[src/rtl/hamming_pkg.sv]
// Shared (15,11) Hamming constants, types and the data-position map.
// Used by both the serial encoder and the serial decoder.
package hamming_pkg;

    localparam int unsigned N = 15;
    localparam int unsigned K = 11;
    localparam int unsigned R = 4;

    typedef logic [N-1:0] codeword_t;  // bit p-1 holds codeword position p
    typedef logic [K-1:0] data_t;
    typedef logic [R-1:0] syndrome_t;

    typedef enum logic {StIdle, StRecv} rx_state_e;

    localparam logic [R-1:0] DataPos [K] = '{
        4'd3, 4'd5, 4'd6, 4'd7, 4'd9, 4'd10, 4'd11, 4'd12, 4'd13, 4'd14, 4'd15
    };

    function automatic logic [R-1:0] data_pos(input int unsigned k);
        return DataPos[k];
    endfunction

endpackage

[src/rtl/hamming_decoder_if.sv]
// Serial codeword input and corrected-data output bundle of the Hamming decoder.
interface hamming_decoder_if #(
    parameter int unsigned CNT_W = 16
);
    logic                  s_in;
    logic                  s_valid;
    logic                  s_sof;
    logic                  s_out;
    logic                  s_out_valid;
    logic                  s_out_sof;
    hamming_pkg::syndrome_t syndrome;
    logic                  corrected;
    logic                  frame_abort;
    logic [CNT_W-1:0]      err_count;

    modport master (
        output s_in, s_valid, s_sof,
        input  s_out, s_out_valid, s_out_sof, syndrome, corrected, frame_abort, err_count
    );

    modport slave (
        input  s_in, s_valid, s_sof,
        output s_out, s_out_valid, s_out_sof, syndrome, corrected, frame_abort, err_count
    );

endinterface

[src/rtl/hamming_corrector.sv]
// Combinational (15,11) syndrome computation and single-bit correction.
module hamming_corrector
    import hamming_pkg::*;
(
    input  codeword_t codeword,
    output syndrome_t syndrome,
    output data_t     data
);

    codeword_t fixed;

    always_comb begin
        syndrome = '0;
        for (int unsigned p = 1; p <= N; p++) begin
            if (codeword[p-1]) begin
                syndrome ^= syndrome_t'(p);
            end
        end

        // A parity-position syndrome only touches a parity bit, so data is untouched.
        fixed = codeword;
        if (syndrome != '0) begin
            fixed[syndrome - 4'd1] = ~fixed[syndrome - 4'd1];
        end

        data = '0;
        for (int unsigned k = 0; k < K; k++) begin
            data[k] = fixed[data_pos(k) - 4'd1];
        end
    end

endmodule

[src/rtl/hamming_decoder.sv]
// Serial (15,11) Hamming receive stage: deserialise, correct, re-serialise.
// Also counts corrected frames with a saturating counter.
module hamming_decoder
    import hamming_pkg::*;
#(
    parameter int unsigned CNT_W = 16
) (
    input logic              clk,
    input logic              reset,
    hamming_decoder_if.slave bus
);

    rx_state_e        state_q;
    logic [3:0]       bit_cnt_q;
    logic [N-2:0]     shift_q;
    codeword_t        hold_q;
    logic             load_q;
    data_t            tx_data_q;
    logic [3:0]       tx_cnt_q;
    logic             tx_sof_q;
    logic             corrected_q;
    logic             frame_abort_q;
    syndrome_t        syndrome_q;
    logic [CNT_W-1:0] err_count_q;

    syndrome_t corr_syndrome;
    data_t     corr_data;

    hamming_corrector u_corrector (
        .codeword (hold_q),
        .syndrome (corr_syndrome),
        .data     (corr_data)
    );

    always_ff @(posedge clk) begin
        if (reset) begin
            state_q       <= StIdle;
            bit_cnt_q     <= '0;
            shift_q       <= '0;
            hold_q        <= '0;
            load_q        <= 1'b0;
            tx_data_q     <= '0;
            tx_cnt_q      <= '0;
            tx_sof_q      <= 1'b0;
            corrected_q   <= 1'b0;
            frame_abort_q <= 1'b0;
            syndrome_q    <= '0;
            err_count_q   <= '0;
        end else begin
            frame_abort_q <= 1'b0;
            load_q        <= 1'b0;
            tx_sof_q      <= 1'b0;
            corrected_q   <= 1'b0;

            case (state_q)
                StIdle: begin
                    if (bus.s_valid && bus.s_sof) begin
                        shift_q   <= {{(N-2){1'b0}}, bus.s_in};
                        bit_cnt_q <= 4'd1;
                        state_q   <= StRecv;
                    end
                end
                StRecv: begin
                    if (bus.s_valid) begin
                        if (bus.s_sof) begin
                            // Restart: the current bit becomes position 1 of a new frame.
                            shift_q       <= {{(N-2){1'b0}}, bus.s_in};
                            bit_cnt_q     <= 4'd1;
                            frame_abort_q <= 1'b1;
                        end else if (bit_cnt_q == 4'(N-1)) begin
                            hold_q    <= {bus.s_in, shift_q};
                            load_q    <= 1'b1;
                            bit_cnt_q <= '0;
                            state_q   <= StIdle;
                        end else begin
                            shift_q[bit_cnt_q] <= bus.s_in;
                            bit_cnt_q          <= bit_cnt_q + 4'd1;
                        end
                    end
                end
                default: state_q <= StIdle;
            endcase

            // Transmit path runs one edge behind capture, from the held codeword.
            if (load_q) begin
                tx_data_q   <= corr_data;
                tx_cnt_q    <= 4'(K);
                tx_sof_q    <= 1'b1;
                corrected_q <= (corr_syndrome != '0);
                syndrome_q  <= corr_syndrome;
                if ((corr_syndrome != '0) && (err_count_q != '1)) begin
                    err_count_q <= err_count_q + CNT_W'(1);
                end
            end else if (tx_cnt_q != '0) begin
                tx_data_q <= tx_data_q >> 1;
                tx_cnt_q  <= tx_cnt_q - 4'd1;
            end
        end
    end

    assign bus.s_out       = tx_data_q[0];
    assign bus.s_out_valid = (tx_cnt_q != '0);
    assign bus.s_out_sof   = tx_sof_q;
    assign bus.corrected   = corrected_q;
    assign bus.frame_abort = frame_abort_q;
    assign bus.syndrome    = syndrome_q;
    assign bus.err_count   = err_count_q;

endmodule

[src/flat_wrapper.sv]
// flat-port wrapper written by rule: the top's interface ports become plain ports
module hamming_decoder_flat import hamming_pkg::*;
#(
    parameter int unsigned CNT_W = 16
)
  (clk, reset, bus_s_in, bus_s_valid, bus_s_sof, bus_s_out, bus_s_out_valid, bus_s_out_sof, bus_syndrome, bus_corrected, bus_frame_abort, bus_err_count);
  hamming_decoder_if #(.CNT_W(CNT_W)) bus_i ();
  input logic clk;
  input logic reset;
  input wire logic [$bits(bus_i.s_in)-1:0] bus_s_in;
  input wire logic [$bits(bus_i.s_valid)-1:0] bus_s_valid;
  input wire logic [$bits(bus_i.s_sof)-1:0] bus_s_sof;
  output wire logic [$bits(bus_i.s_out)-1:0] bus_s_out;
  output wire logic [$bits(bus_i.s_out_valid)-1:0] bus_s_out_valid;
  output wire logic [$bits(bus_i.s_out_sof)-1:0] bus_s_out_sof;
  output wire logic [$bits(bus_i.syndrome)-1:0] bus_syndrome;
  output wire logic [$bits(bus_i.corrected)-1:0] bus_corrected;
  output wire logic [$bits(bus_i.frame_abort)-1:0] bus_frame_abort;
  output wire logic [$bits(bus_i.err_count)-1:0] bus_err_count;
  assign bus_i.s_in = bus_s_in;
  assign bus_i.s_valid = bus_s_valid;
  assign bus_i.s_sof = bus_s_sof;
  assign bus_s_out = bus_i.s_out;
  assign bus_s_out_valid = bus_i.s_out_valid;
  assign bus_s_out_sof = bus_i.s_out_sof;
  assign bus_syndrome = bus_i.syndrome;
  assign bus_corrected = bus_i.corrected;
  assign bus_frame_abort = bus_i.frame_abort;
  assign bus_err_count = bus_i.err_count;
  hamming_decoder #(.CNT_W(CNT_W)) u_core (.clk(clk), .reset(reset), .bus(bus_i));
endmodule
[config.mk]
export PLATFORM = sky130hd
export DESIGN_NAME = hamming_decoder_flat
export DESIGN_NICKNAME = d
export VERILOG_FILES = /design/src/rtl/hamming_pkg.sv /design/src/rtl/hamming_decoder_if.sv /design/src/rtl/hamming_corrector.sv /design/src/rtl/hamming_decoder.sv /design/src/flat_wrapper.sv
export SDC_FILE = /design/constraint.sdc
export NUM_CORES = 1
export LEC_CHECK = 0
export CAP_MARGIN = 20
export CORE_ASPECT_RATIO = 0.8
export CORE_MARGIN = 4
export CORE_UTILIZATION = 45
export CTS_CLUSTER_DIAMETER = 50
export DETAILED_ROUTE_END_ITERATION = 7
export PLACE_DENSITY = 0.64
export SLEW_MARGIN = 20
export SYNTH_ARGS = -nofsm -noshare
export SYNTH_HDL_FRONTEND = slang
export SYNTH_HIERARCHICAL = 1
export SYNTH_SLANG_ARGS = --single-unit
[constraint.sdc]
create_clock -name clk -period 2.85 [get_ports clk]
set_input_delay 0.57 -clock clk [delete_from_list [all_inputs] [get_ports clk]]
set_output_delay 0.57 -clock clk [all_outputs]
set_load 0.005 [all_outputs]
### Yosys cells after proc, flatten, opt, wreduce, memory -nomap -nowiden

Index checks and enable logic that the tools add are counted.

* output and inout port bits: 25
* bits in registers: 73
* word-level logic and storage cells: 106

* eq/ne operators: 5
* add/subtract/negate cells: 4
* $lt $le $gt $ge: 4
* reductions and logical operators: 15
* bitwise operators: 19
* muxes and demuxes: 46

Operator list (number)
* 14-bit 2-to-1 mux: 4
* 4-bit 2-to-1 mux: 14
* 14-bit one-hot mux with 2 select lines: 1
* 11-bit 2-to-1 mux: 2
* 16-bit by 1-bit adder with 16-bit output, second input constant: 1
* 16-bit != test, second input constant: 1
* 15-bit bitwise mux: 1
* 15-bit 2-to-1 mux: 1
* 14-bit bitwise mux: 1
* 3-bit 2-to-1 mux: 4
* 2-bit inverter: 6
* 3-bit inverter: 4
* 1-bit 2-to-1 mux: 11
* 4-bit by 5-bit less-than comparator with 1-bit output, second input constant: 2
* 1-bit demux with 4-bit select: 2
* 4-bit by 1-bit greater-or-equal comparator with 1-bit output, second input constant: 2
* 4-bit one-hot mux with 2 select lines: 1
* 4-bit nonzero test: 2
* 4-bit by 1-bit subtractor with 4-bit output, second input constant: 2
* 1-bit inverter: 5
* 4-bit by 1-bit adder with 4-bit output, second input constant: 1
* 1-bit binary-select mux with 4-bit select: 1
* 4-bit equality test, second input constant: 1
* 1-bit logical AND: 4
* other kinds (14): 19

### Longest topological paths before layout

Gate-level depths: netlist of run 1.

* depth after elaboration: 34
* depth in mapped cells: 13
* gate-level depth less buffers: 13

### Hierarchy

The synthesis of run 1 kept the hierarchy.

Modules (own cells, without submodules)
* hamming_decoder: cells each 353, seq. area each 1461.4 um^2, area each 3159.3 um^2, times used 1
* hamming_corrector: cells each 103, seq. area each 0.0 um^2, area each 904.6 um^2, times used 1

### Least setup slack after synthesis of run 1

No wires, ideal clock.

* path kind: reg-to-reg
* from: register u_core.hold_q[6]
* to: register u_core.tx_data_q[10]
* path slack: -0.302 ns
* period minus slack after synthesis: 3.152 ns
* data arrival time: 3.082 ns
* stages on the path, launching flop included: 13
* cells stage by stage: dfxtp_1 -> xnor2_2 -> xnor2_1 -> xnor2_1 -> ha_1 -> ha_1 -> mux4_2 -> mux2i_1 -> a211oi_1 -> nor3_2 -> mux2_2 -> nand2_1 -> a21oi_1

* longest elaborated chain between the ends: 21

RTL lines
* start, declared: line hamming_decoder.sv:16 `codeword_t hold_q;`
* start signal, assigned: line hamming_decoder.sv:71 `hold_q <= {bus.s_in, shift_q};`
* 3-bit 2-to-1 mux: line hamming_corrector.sv:15 `if (codeword[p-1]) begin`
* 4-bit 2-to-1 mux: line hamming_corrector.sv:15
* 2-bit inverter (no source line) / 4-bit 2-to-1 mux (equally long branches)
* 4-bit 2-to-1 mux / 2-bit inverter (equally long branches)
* 4-bit 2-to-1 mux: line hamming_corrector.sv:15
* 3-bit inverter (no source line) / 2-bit inverter (equally long branches)
* 4-bit 2-to-1 mux: line hamming_corrector.sv:15
* 4-bit 2-to-1 mux / 3-bit inverter (equally long branches)
* [... 6 more ...]
* 4-bit by 5-bit less-than comparator with 1-bit output (not written as such) / 4-bit by 1-bit greater-or-equal comparator with 1-bit output (equally long branches): line hamming_corrector.sv:23 `fixed[syndrome - 4'd1] = ~fixed[syndrome - 4'd1];`
* 1-bit logical AND (not written as such): line hamming_corrector.sv:23
* 1-bit 2-to-1 mux (not written as such): line hamming_corrector.sv:23
* 1-bit demux with 4-bit select: line hamming_corrector.sv:23
* 15-bit bitwise mux: line hamming_corrector.sv:23
* 15-bit 2-to-1 mux *: line hamming_corrector.sv:22 `if (syndrome != '0) begin`
* named net u_core.corr_data[10]: line hamming_decoder.sv:27 `data_t corr_data;`
* 11-bit 2-to-1 mux *: line hamming_decoder.sv:85 `if (load_q) begin`
* end signal, assigned: line hamming_decoder.sv:86 `tx_data_q <= corr_data;`
* end signal, assigned: line hamming_decoder.sv:95 `tx_data_q <= tx_data_q >> 1;`
* end, declared: line hamming_decoder.sv:18 `data_t tx_data_q;`

Mark *: on every way through the listed nets, which the timed path passes. The rest lies on a longest branch. The select of a mux whose other input is x is not followed.
A chain may end at the register's enable or synchronous reset.

### Final worst setup path of run 1

* from: register u_core.hold_q[10]
* to: register u_core.tx_data_q[3]

* longest elaborated chain between the ends: 17

RTL lines (line)
* 4-bit 2-to-1 mux: hamming_corrector.sv:15
* 2-bit inverter (no source line)
* 4-bit 2-to-1 mux: hamming_corrector.sv:15
* 3-bit inverter (no source line)
* 4-bit 2-to-1 mux: hamming_corrector.sv:15
* 3-bit inverter (no source line)
* 4-bit 2-to-1 mux: hamming_corrector.sv:15
* 4-bit inverter (no source line)
* [... 2 more ...]
* 4-bit by 5-bit less-than comparator with 1-bit output (not written as such) / 4-bit by 1-bit greater-or-equal comparator with 1-bit output (equally long branches): hamming_corrector.sv:23
* 1-bit logical AND (not written as such): hamming_corrector.sv:23
* 1-bit 2-to-1 mux (not written as such): hamming_corrector.sv:23
* 1-bit demux with 4-bit select: hamming_corrector.sv:23
* 15-bit bitwise mux: hamming_corrector.sv:23
* 15-bit 2-to-1 mux *: hamming_corrector.sv:22
* named net u_core.corr_data[3]: hamming_decoder.sv:27
* 11-bit 2-to-1 mux *: hamming_decoder.sv:85

Marks and branches as above.

==> summary.txt, run 1 <==
Outcome
  – Status: finished, violations left
  – Failing checks: setup timing

Routing
  – # DRC: 0
  – Vias: roughly 3700
  – Average vias per placed instance: around 5.8
  – DRT Wirelength: 10.4 mm
  – Detail-routed net length per standard cell: 16.3 um
  – Initial detailed-routing violation count: 289
  – First drt pass iteration count: 5
  – Routed Antenna Nets: 0

STA
  – Unrepaired setup endpoints after global routing: true
  – Clock Skews: 5.91 ps
  – Period utilisation layout: 109%
  – Final Max Tran Viols: 0
  – WHS: 470 ps
  – Post-route minimum period: 3110 ps
  – Slew @ Worst Pin: 714 ps
  – Fmax: 0.322 GHz
  – Final setup fails: 9
  – Hold Fails Final Rpt: 0
  – Setup ws final: -258 ps
  – Relative slew slack: 52.4%

Yosys
  – Asr flop ratio synth: 0%
  – Synth top cells by count: dfxtp_1, nor2_1, a21oi_1
  – Seq/Total Area, Yosys: between 30% and 40%
  – Post-synth EDFFs: 0
  – Mapped cell area: 0.00406 mm2
  – Synth cell types: between 60 and 70
  – Post-synth top flop: dfxtp_1
  – Avg Inst Size Synth: slightly below 9 um2
  – Syn. warnings: 6
  – Yosys reg bits: 73
  – Area contributors post-synth: dfxtp_1, mux2i_1, a21oi_1, mux2_1, nor2_1
  – Synth Instances: 456
  – Syn nets: around 470
  – Top-count cell post-synth: dfxtp_1
  – Cell taking the most area after synthesis: dfxtp_1
  – Post-synth top area share: 36.0%

Clock network
  – CTS tree: yes
  – CTS buffer count: 9
  – Clk buf depth: 2
  – Root buffer cell: clkbuf_16
  – Clock sink count: 73
  – H-Tree Depth: 3
  – Clock latency on the worst-skew pair: between 300 and 400 ps
  – Clk slew on worst S/H paths: 60 ps

Setup path
  – CP max stage delay: 550 ps
  – Critical path class: register to register
  – Crit path launch type: register
  – Worst-path cell chain: xnor2_4 -> xnor2_2 -> xnor2_1 -> ha_1 -> ha_4 -> mux4_2 -> mux2i_2 -> a32oi_1 -> a2111oi_2 -> a211o_1 -> mux2i_1 -> nor2_1
  – Critical Path RT: 3120 ps
  – Slowest-stage cell, CP: mux4_2
  – CP Max Fanout: 4
  – Setup crit end kind: register
  – Arrival time worst endpoint: 3380 ps

Global routing
  – Largest net degree at the start of global routing: 37
  – GRT Total Usage: 20.0%
  – Initial antenna violation count: 0
  – Vias in the first global route: roughly 3500
  – First-pass GRT wire length: 17.2 mm
  – Total congestion overflow: 0

Placement
  – Final RePlAce weighted congestion: about 0.89
  – # port buffers: 29
  – Dpl cells: 614
  – Placed wire-length estimate: 7.37 mm
  – DP Area: 0.00476 mm2

Finish
  – P&R area growth vs syn: 28.4%
  – Fillers: approximately 760
  – Nets: 528
  – Post-route non-filler standard cell count: 636
  – Final design utilization: 60.4%
  – Layout cell share with drive strength beyond 1: 22.1%
  – Finished layout cell area: 0.00522 mm2
  – ANT cells: 0

Power
  – Worst vdd ir: 0.361 mV
  – Leak pwr: 1.86 nW
  – PwrDens: 413 mW/mm2

Floorplanning
  – DIE HEIGHT: 93 um
  – Initial Util: 47.1%
  – Core Region: about 0.0086 mm2
  – DIE AREA: 0.0106 mm2
  – Row count: 30
  – I/O Pins: 30
  – Die width: roughly 110 um

Flow run
  – Max cap viols: 0

Min path
  – Hold Crit Class: register to register
-- flip-flops by register name (all words and copies together), names as in the netlist --
signal / cells
u_core/bit_cnt_q: 4
u_core/bus.corrected: 1
u_core/bus.err_count: 16
u_core/bus.frame_abort: 1
u_core/bus.s_out_sof: 1
u_core/bus.syndrome: 4
u_core/hold_q: 15
u_core/load_q: 1
u_core/shift_q: 14
u_core/state_q: 1
u_core/tx_cnt_q: 4
u_core/tx_data_q: 11
-- critical path: cells and delay by family (launching register included) --
| kind | cells | cell delay (ps) |
|---|---|---|
| compound gates | 3 | 660 |
| fa+ha+maj | 2 | 650 |
| mux | 3 | 850 |
| flops | 1 | 370 |
| xor+xnor | 3 | 440 |
| simple gates | 1 | 80 |
-- where the power goes --
part | switching [mW] | internal [mW]
combinational | 0.0429 | 0.0197
sequential | 0.00696 | 1.02
clock | 0.449 | 0.613
-- routing by layer --
layer  vias to the layer above  global-route usage, %  routed length, um
li1                       1804                      -                  -
met3                        11                   4.59                405
met5                         -                      0                  0
met4                         0                   5.44                102
met1                      1787                   28.5               5140
met2                        73                   30.4               4750
-- placed cells by master (no fill, tap or decap), drive strengths merged, types with 5 or more instances in the layout --
cell            n
a21oi          39
a22o           15
buf            46
clkbuf         10
clkdlybuf4s50  28
dfxtp          73
inv            20
mux2           20
mux2i          20
nand2          31
nand3          11
nand4           5
nor2           44
nor2b           9
nor3           10
nor4            9
o211ai          5
o21ai          23
o311ai          5
or3             8
or4             7
xnor2          18
xor2            6
-- layout make-up --
type / instances / area, um2 / area share, %
sequential: 73 / 1470 / 28.2
timing repair buffer: 74 / 633 / 12.1
clock inverter: 6 / 41.3 / 0.791
multi-input combinational: 342 / 2620 / 50.2
inverter: 19 / 73.8 / 1.41
tap: 112 / 140 / 2.69
clock buffer: 10 / 239 / 4.58
-- path summary, 6_finish.rpt --
| check | startpoint | end | slack (ps) | cells after the start |
|---|---|---|---|---|
| setup / recovery | u_core/hold_q[10] | u_core/tx_data_q[3] | -260 | 12 |
| hold / removal | u_core/shift_q[8] | u_core/hold_q[8] | 470 | 1 |
| setup reg to reg | u_core/hold_q[10] | u_core/tx_data_q[3] | -260 | 12 |
| hold reg to reg | u_core/shift_q[8] | u_core/hold_q[8] | 470 | 1 |
-- cell families (layout without fill, tap and decap cells) --
group | after synthesis | after routing | synth area share (%)
fa+ha+maj | 4 | 4 | 1.23
compound gates | 117 | 117 | 19.1
buf+inv | 41 | 109 | 3.88
simple gates | 154 | 154 | 19.6
mux | 43 | 43 | 12.1
xor+xnor | 24 | 24 | 8.13
flops | 73 | 73 | 36.0
-- through the flow --
stage	setup TNS (ps)	power (mW)	setup WS [ps]
6_report	-2050	2.15	-258
5_1_grt	-3180	2.23	-372
4_1_cts	-1990	2.18	-249
2_1_floorplan	-914	1.09	-126
3_5_place_dp	-2100	1.12	-306
3_3_place_gp	-1340	1.11	-187
-- timing repair --
| action | 4_1_cts | 5_1_grt |
|---|---|---|
| gates cloned | 1 | 0 |
| gates resized for setup | 17 | 14 |
| pin swaps | 12 | 15 |
| buffers inserted | 2 | 3 |
| endpoints found under the setup margin | 9 | 14 |
| hold buffers | 0 | 0 |
Note: power is estimated with default switching activity, not from simulation.
==> run 2: changes to the inputs <==
Settings changed: ABC_AREA set to 1, REMOVE_ABC_BUFFERS set to 1.
==> run 2 against run 1 <==
  * The run now ends clean
  * Register-to-register slack improved by 450 ps
  * Total power increased by 4.3%
  * Combinational power increased by 23%
  * Fmax increased by 17%
  * Die area increased by 7.9%
  * Sequential power about the same
  * Sequential cell count unchanged
  * Critical path depth increased by 5
  * Clock skew about the same
  * Worst hold slack got worse by 12 ps
  * Wire length decreased by 1.2%
  * Global-route usage decreased by 1.9 points
==> summary.txt, run 2 <==
Floorplanning
  – Initial Util: 45.9% (-1.2 points)
  – I/O Pins: 30 (unchanged)
  – Row count: 32 (+6.7%)
  – DIE HEIGHT: 96.6 um (+3.8%)
  – Die width: 119 um (+3.9%)
  – DIE AREA: 0.0115 mm2 (+7.9%)
  – Core Region: 0.00961 mm2 (+11%)

Yosys
  – Post-synth EDFFs: 0 (unchanged)
  – Cell taking the most area after synthesis: dfxtp_1
  – Post-synth top flop: dfxtp_1
  – Top-count cell post-synth: nand2_1
  – Synth cell types: 39 (-36%)
  – Mapped cell area: 0.00441 mm2 (+8.5%)
  – Syn. warnings: 6 (unchanged)
  – Yosys reg bits: 73 (unchanged)
  – Seq/Total Area, Yosys: 33.1% (-2.8 points)
  – Post-synth top area share: 33.1% (-2.8 points)
  – Synth Instances: 663 (+45%)
  – Synth top cells by count: nand2_1, nor2_1, dfxtp_1
  – Avg Inst Size Synth: 6.65 um2 (-25%)
  – Area contributors post-synth: dfxtp_1, nand2_1, nand3_1, nor2_1, inv_1
  – Asr flop ratio synth: 0% (unchanged)

Routing
  – Routed Antenna Nets: 0 (unchanged)
  – # DRC: 0 (unchanged)
  – Initial detailed-routing violation count: 262 (-9.3%)
  – First drt pass iteration count: 4 (-1)
  – Average vias per placed instance: 5.08 (-12%)
  – Detail-routed net length per standard cell: 12.6 um (-23%)
  – Vias: 4153 (+13%)
  – DRT Wirelength: 10.3 mm (-1.2%)

Setup path
  – CP delay by family, top: simple AND/OR/NAND/NOR gates
  – CP Max Fanout: 10 (+6)
  – Critical path class: register to register
  – CP max stage delay: 330 ps (-220 ps)
  – Worst-path cell chain: xor2_1 -> xnor2_1 -> xnor2_1 -> ha_4 -> ha_4 -> inv_2 -> o21ai_0 -> a21oi_1 -> nor2_1 -> nand3_1 -> nand2_1 -> nand2_4 -> nand2_8 -> nand2_2 -> nand2_1 -> a21oi_1 -> a211oi_1
  – Critical Path RT: 3090 ps (-30 ps)
  – Arrival time worst endpoint: 2900 ps (-480 ps)
  – Slowest-stage cell, CP: dfxtp_1
  – Crit path launch type: register
  – Buffers & Inverters on Critical Path: 1 (+1)
  – Setup crit end kind: register

Outcome
  – Status: complete, no violations

Global routing
  – Total congestion overflow: 0 (unchanged)
  – Largest net degree at the start of global routing: 33 (-11%)
  – Initial antenna violation count: 0 (unchanged)
  – First-pass GRT wire length: 16.9 mm (-1.7%)
  – Vias in the first global route: 3649 (+4.9%)
  – GRT Total Usage: 18.0% (-1.9 points)

Power
  – PwrDens: 437 mW/mm2 (+5.8%)
  – Switch Pwr: 0.480 mW (-3.8%)
  – Worst vdd ir: 0.343 mV (-4.9%)
  – Sequential power share: 45.7% (-2.1 points)
  – Net Sw Frac: 21.4% (-1.8 points)
  – Pwr Total: 2.25 mW (+4.3%)
  – Clock share of power: 50.9% (+1.6 points)
  – Internal power: 1.77 mW (+6.8%)
  – Leak pwr: 2.14 nW (+15%)
  – Combinational fraction of design power: 3.4% (+0.5 points)

Placement
  – # port buffers: 29 (unchanged)
  – Placed wire-length estimate: 7.55 mm (+2.5%)
  – Final RePlAce weighted congestion: 0.866 (-2.9%)
  – DP Area: 0.00476 mm2 (about the same)

STA
  – Post-route minimum period: 2660 ps (-449 ps)
  – Clock Skews: 6.27 ps (+0.357 ps)
  – Final setup fails: 0 (-9)
  – Period utilisation layout: 93.3% (-16 points)
  – Slew @ Worst Pin: 509 ps (-206 ps)
  – Fmax: 0.376 GHz (+17%)
  – WHS: 458 ps (-12.1 ps)
  – Final Max Tran Viols: 0 (unchanged)
  – Hold Fails Final Rpt: 0 (unchanged)
  – Relative slew slack: 66.0% (+14 points)

Clock network
  – Hold_buf cts: 0 (unchanged)
  – Clk buf depth: 2 (unchanged)
  – Root buffer cell: clkbuf_16
  – Clk slew on worst S/H paths: 60 ps (about the same)
  – CTS buffer count: 9 (unchanged)
  – Clock sink count: 73 (unchanged)
  – H-Tree Depth: 3 (unchanged)
  – CTS tree: yes
  – Clock latency on the worst-skew pair: 330 ps (about the same)

Finish
  – ANT cells: 0 (unchanged)
  – Largest register FFs: 16 (unchanged)
  – Nets: 702 (+33%)
  – Finished layout cell area: 0.00515 mm2 (-1.4%)
  – Most frequent cells in the layout: nand2_1, nor2_1, dfxtp_1
  – Final design utilization: 53.6% (-6.9 points)
  – P&R area growth vs syn: 16.7%
  – Layout cell share with drive strength beyond 1: 17.6% (-4.5 points)
  – Commonest non-fill, non-tap cell in the layout: nand2_1

Flow run
  – Max cap viols: 0 (unchanged)

Min path
  – Hold Crit Class: register to register
==> run 2: metal layers <==
metal / track usage (%) / part of all wire (%)
met3: 4.31 / 5.8
met5: 0 / 0
met4: 5.59 / 0.92
met2: 29.1 / 45
met1: 24.2 / 49
==> run 2: layout make-up <==
class | instances | area (um2)
clock inverters | 4 | 51.3
well taps | 119 | 149
multi-input cells | 489 | 2540
inverters | 78 | 299
flip-flops and latches | 73 | 1470
clock buffers | 12 | 256
fillers | 963 | 4460
repair buffers | 42 | 383
==> run 2: worst paths after layout <==
kind                                        start                   to  slack (ps)  cells after the start
worst max-delay path            u_core/hold_q[10]  u_core/tx_data_q[9]         190                     17
worst min-delay path            u_core/shift_q[4]    u_core/shift_q[4]         460                      2
worst max register to register  u_core/hold_q[10]  u_core/tx_data_q[9]         190                     17
worst min register to register  u_core/shift_q[4]    u_core/shift_q[4]         460                      2
==> run 2: logic make-up after synthesis <==
| logic type | synth area share [%] |
|---|---|
| buf+inv | 10.4 |
| fa+ha+maj | 1.13 |
| simple gates | 40.6 |
| xor+xnor | 3.77 |
| flops | 33.1 |
| compound gates | 11.0 |
==> run 2: power groups by stage <==
stage                     sequential, mW  clock, mW  combinational, mW
after CTS                           1.03       1.18             0.0767
after floorplan                     1.05          0             0.0446
after global routing                1.03       1.22             0.0855
final                               1.03       1.14             0.0769
after detailed placement            1.05          0             0.0766
after global placement              1.05          0             0.0745
==> run 2: timing repair <==
item                                    in CTS  in global routing
pin swaps                                    0                  6
setup buffers                                0                  3
endpoints found under the setup margin       1                 25
cloned                                       0                  1
resized for setup                            1                 15
==> run 2: stage by stage <==
step	TNS, ps	instances	setup WS (ps)
final	0	817	191
after global routing	-15.2	817	-15.2
after CTS	0	813	14.9
after detailed placement	-29.2	797	-29.2
after global placement	0	797	39.8
after floorplan	0	639	112
==> run 2: worst min-delay path: stages (launching register included) <==
cell     delay (ps)
dfxtp_1         310
o21ai_2          60
a21oi_2          40
